`config.mk`:
```
export PLATFORM = sky130hd
export DESIGN_NAME = submaster_wr_arb_n
export DESIGN_NICKNAME = d
export VERILOG_FILES = /design/src/rtl/submaster_wr_arb_n.sv
export SDC_FILE = /design/constraint.sdc
export NUM_CORES = 1
export LEC_CHECK = 0
export CAP_MARGIN = 20
export CORE_AREA = 2 2 39 41
export CTS_BUF_LIST = sky130_fd_sc_hd__clkbuf_8
export DETAILED_ROUTE_END_ITERATION = 12
export DIE_AREA = 0 0 41 43
export DONT_BUFFER_PORTS = 1
export GPL_TIMING_DRIVEN = 1
export SLEW_MARGIN = 20
export SYNTH_ARGS = -nofsm -noshare
export SYNTH_HDL_FRONTEND = slang
export SYNTH_SLANG_ARGS = --single-unit
```
`constraint.sdc`:
```
create_clock -name clk -period 1.8 [get_ports clk]
set_input_delay 0.54 -clock clk [delete_from_list [all_inputs] [get_ports clk]]
set_output_delay 0.54 -clock clk [all_outputs]
set_load 0.01 [all_outputs]
```
`src/rtl/submaster_wr_arb_n.sv`:
```
// submaster_wr_arb_n: write-bus arbiter for NUM_SUBMASTERS requesters.
//   In IDLE it picks one requester from start and registers it as owner_id.
//   It then gives that owner a one-cycle grant pulse (GRANT).
//   It then holds ownership (WAIT) until the owner's xfer_done, or until the
//   optional watchdog expires.
// Arbitration: ARB_MODE 0 = fixed priority (index 0 highest),
//              ARB_MODE 1 = round robin, searching upward from rr_ptr.
// Optional watchdog: compiled in when SUBMASTER_WR_ARB_TIMEOUT_EN is defined.
// Ports:
//   clk            - rising-edge clock
//   reset          - synchronous, active-high reset
//   start          - per-sub-master write request (level)
//   xfer_done      - per-sub-master transfer complete
//   timeout_cycles - watchdog limit in WAIT cycles, 0 disables it
//   grant          - one-hot single-cycle grant pulse
//   processing     - one-hot owner indication during GRANT and WAIT
//   owner_id       - index of the current or last owner
//   busy           - FSM not in IDLE
//   timeout_err    - single-cycle pulse on watchdog expiry
module submaster_wr_arb_n #(
  parameter int unsigned NUM_SUBMASTERS = 8,
  parameter int unsigned ARB_MODE       = 0,
  parameter int unsigned TIMEOUT_W      = 16,
  localparam int unsigned IDW = (NUM_SUBMASTERS > 2) ? $clog2(NUM_SUBMASTERS) : 1
) (
  input  logic                      clk,
  input  logic                      reset,
  input  logic [NUM_SUBMASTERS-1:0] start,
  input  logic [NUM_SUBMASTERS-1:0] xfer_done,
  input  logic [TIMEOUT_W-1:0]      timeout_cycles,
  output logic [NUM_SUBMASTERS-1:0] grant,
  output logic [NUM_SUBMASTERS-1:0] processing,
  output logic [IDW-1:0]            owner_id,
  output logic                      busy,
  output logic                      timeout_err
);

  typedef enum logic [1:0] {IDLE, GRANT, WAIT} state_t;

  state_t         state;
  state_t         state_next;
  logic [IDW-1:0] rr_ptr;
  logic [IDW-1:0] rr_next;
  logic [IDW-1:0] winner;
  logic           found;
  logic           done;
  logic           expire;
  logic           xfer_end;

  // Scan all requesters starting at rr_ptr (round robin) or 0 (fixed);
  // the first set request found wins.
  always_comb begin
    int unsigned idx;
    idx    = 0;
    winner = '0;
    found  = 1'b0;
    for (int unsigned i = 0; i < NUM_SUBMASTERS; i++) begin
      idx = (ARB_MODE == 1) ? 32'(rr_ptr) + i : i;
      if (idx >= NUM_SUBMASTERS) idx = idx - NUM_SUBMASTERS;
      if (!found && start[IDW'(idx)]) begin
        found  = 1'b1;
        winner = IDW'(idx);
      end
    end
  end

  assign done     = xfer_done[owner_id];
  assign xfer_end = (state == WAIT) && (done || expire);
  assign rr_next  = (owner_id == IDW'(NUM_SUBMASTERS - 1)) ? '0 : owner_id + IDW'(1);

`ifdef SUBMASTER_WR_ARB_TIMEOUT_EN
  logic [TIMEOUT_W-1:0] wd_cnt;
  logic [TIMEOUT_W-1:0] wd_cnt_inc;

  // wd_cnt_inc is the count including the current WAIT cycle, so the
  // pulse lands on WAIT cycle number timeout_cycles.
  assign wd_cnt_inc = (&wd_cnt) ? wd_cnt : wd_cnt + TIMEOUT_W'(1);
  assign expire     = (state == WAIT) && (timeout_cycles != '0) &&
                      (wd_cnt_inc == timeout_cycles) && !done;

  always_ff @(posedge clk) begin
    if (reset)               wd_cnt <= '0;
    else if (state == GRANT) wd_cnt <= '0;
    else if (state == WAIT)  wd_cnt <= wd_cnt_inc;
  end
`else
  logic unused_timeout_cycles;
  assign unused_timeout_cycles = ^timeout_cycles;
  assign expire = 1'b0;
`endif

  always_ff @(posedge clk) begin
    if (reset) begin
      state    <= IDLE;
      owner_id <= '0;
      rr_ptr   <= '0;
    end else begin
      state <= state_next;
      if (state == IDLE && found) owner_id <= winner;
      if (xfer_end)               rr_ptr   <= rr_next;
    end
  end

  always_comb begin
    state_next = state;
    unique case (state)
      IDLE:    if (found) state_next = GRANT;
      GRANT:   state_next = WAIT;
      WAIT:    if (done || expire) state_next = IDLE;
      default: state_next = IDLE;
    endcase
  end

  // Outputs are forced low while reset is asserted, not only after the edge.
  always_comb begin
    grant      = '0;
    processing = '0;
    if (!reset && state != IDLE)  processing[owner_id] = 1'b1;
    if (!reset && state == GRANT) grant[owner_id]      = 1'b1;
  end

  assign busy        = !reset && (state != IDLE);
  assign timeout_err = !reset && expire;

endmodule

```
==> results.json <==
{
  "status": "finished, final reports clean",
  "clockRootBuffer": "clkbuf_8",
  "drive_gt1_share_pct": 34.67,
  "power_density_nw_per_um2": 870.5,
  "cts_tree": "yes",
  "cts_hold_buffers": 0,
  "grt_pass1_wl_mm": 1.711,
  "grt_overflow": 0,
  "clk_pin_slew_ns": 0.03,
  "required_ns": 1.26,
  "wl_per_cell_um": 13.03,
  "die_width_um": 41,
  "drt_wl_total_mm": 1.186,
  "rsz0062_at_grt": "yes",
  "cp_max_fo": 11,
  "ir_drop_uv": 384.4,
  "die_h_um": 43,
  "fin_nets": 110,
  "synth_area_leaders": "dfxtp_1 22%, nor2_1 18%, nand2b_1 5.6%",
  "die_area_sq_um": 1763,
  "synth_area_sq_um": 449.2,
  "clock_sinks": 5,
  "drt_iter0_markers": 4,
  "drt_first_pass_iters": 4,
  "slew_violations": 0,
  "yosysSeqAreaShare_pct": 22.28,
  "ys_warn_count": 0,
  "initial_utilization_pct": 32.46,
  "numPortBuffers": 0,
  "synth.most_common_cell": "nor2_1",
  "hold_class": "input pin to flip-flop",
  "gp_congestion": 0.6931,
  "criticalPathCategory": "flip-flop to primary output",
  "min_period_over_period_pct": 96.95,
  "route.detailed.drc": 0,
  "hold_viol_final": 0,
  "grt_max_degree": 12,
  "power_mw": 0.5272,
  "rows": 14,
  "fin_ws_ns": 0.05493,
  "nFillCells": 152,
  "ys_seq_elements": 5,
  "fmax_mhz": 573.0,
  "crit_path_end_kind": "primary output",
  "whs_ns": 0.3869,
  "design.core.area_sq_um": 1384,
  "drtAntennaViolNets": 0,
  "cts.path.max_buffers": 2,
  "grt_pass1_vias": 459,
  "cp_data_arrival_time_ns": 1.21,
  "pin_count": 55,
  "ys_types": 27,
  "p_leak_nw": 0.2066,
  "synth_edf_count": 0,
  "clk_latency_ns": 0.22,
  "cts_max_level": 1,
  "synth_common_cells": "22 x nor2_1, 5 x dfxtp_1, 5 x nand2_1, 5 x nor3_1",
  "fin_skew_ns": 0.0009605,
  "syn_inst": 70,
  "min_period_ns": 1.745,
  "setup_violations": 0,
  "place_ws_ns": -0.03400,
  "synth_top_area_share_pct": 22.28,
  "multi_input_area_sq_um": 386.6,
  "vias_per_cell": 5.604,
  "avgSynthCellArea_sq_um": 6.417,
  "synth_flop_cell": "dfxtp_1",
  "antenna_found_initial": 0,
  "vias": 510,
  "cap_violations": 0,
  "synth_area_leader_cell": "dfxtp_1",
  "antennaDiodeCount": 0,
  "synthArstFlopShare_pct": 0,
  "area_delta_synth_final_pct": 34.82,
  "cts_buffers": 3,
  "startpoint_type": "flip-flop",
  "grt_util_all_layers_pct": 14.44,
  "syn_nets": 104,
  "seq_area_sq_um": 105.1
}
## layer usage
layer / vias up / routed length (um) / GRT usage (%)
met5: - / 0 / 0
met4: 0 / 11 / 10.00
met3: 2 / 118 / 2.618
met2: 27 / 631 / 25.31
met1: 229 / 425 / 13.78
li1: 252 / - / -
## layout by cell type (no fill, tap or decap), types with 2 or more instances in the layout
cell type  instances
nor3_1             2
nor2_1            18
buf_4              6
a21oi_1            2
nand2b_1           4
nor2_4             4
dfxtp_2            4
clkbuf_8           3
nand2_1            5
nor3_2             2
or4_1              2
inv_1              2
a211oi_1           2
## worst max-delay path, stage by stage, from the launching register on
cell and delay [ns]:
dfxtp_2 0.37, or3_4 0.45, nor3_4 0.17
## power by group
group	total, mW	internal (mW)	switching, mW
Combinational	0.171	0.0749	0.0961
Sequential	0.158	0.130	0.0286
Clock	0.198	0.146	0.0520
## registers in the layout, indices dropped and copies added (netlist names)
signal,cells
owner_id,3
state,2
## through the flow
| step | instance area, sq um | TNS [ns] | utilization [%] | std cells |
|---|---|---|---|---|
| after global routing | 605.6 | -0.01938 | 43.76 | 91 |
| final | 605.6 | 0 | 43.76 | 91 |
| after global placement | 529.3 | -0.03038 | 38.25 | 87 |
| after detailed placement | 529.3 | -0.03400 | 38.25 | 87 |
| after CTS | 586.8 | 0 | 42.41 | 91 |
| after floorplan | 488.0 | -0.09335 | - | 70 |
## worst paths after layout
path | from | endpoint | slack (ns) | cells past startpoint
worst max-delay path | owner_id[1]$_SDFFE_PP0P_ | processing[0] | 0.05 | 2
worst min-delay path | reset | owner_id[0]$_SDFFE_PP0P_ | 0.39 | 1
worst max register to register | owner_id[1]$_SDFFE_PP0P_ | state[1]$_SDFFE_PP0P_ | 0.41 | 4
worst min register to register | state[1]$_SDFFE_PP0P_ | state[1]$_SDFFE_PP0P_ | 0.54 | 2
## cells by family (layout without fill, tap and decap cells)
family	count (synthesis)	in the layout	synth area share, %
buffers and inverters	6	11	5.848
AOI/OAI and AO/OA	11	11	18.39
muxes	1	1	2.507
and+or+nand+nor	46	46	50.14
other	1	1	0.8349
DFF	5	5	22.29
## area by class of cell
type	instances	area share [%]
Inverter	1	0.6198
Multi-Input combinational cell	59	63.84
Sequential cell	5	17.36
Tap cell	16	3.306
Clock buffer	3	6.818
Timing Repair Buffer	6	7.438
Clock inverter	1	0.6198
## timing repair
item                                    4_1_cts  5_1_grt
gates resized for setup                       3        6
setup buffers                                 0        0
endpoints found under the setup margin        4       11
(Power assumes the default switching activity.)
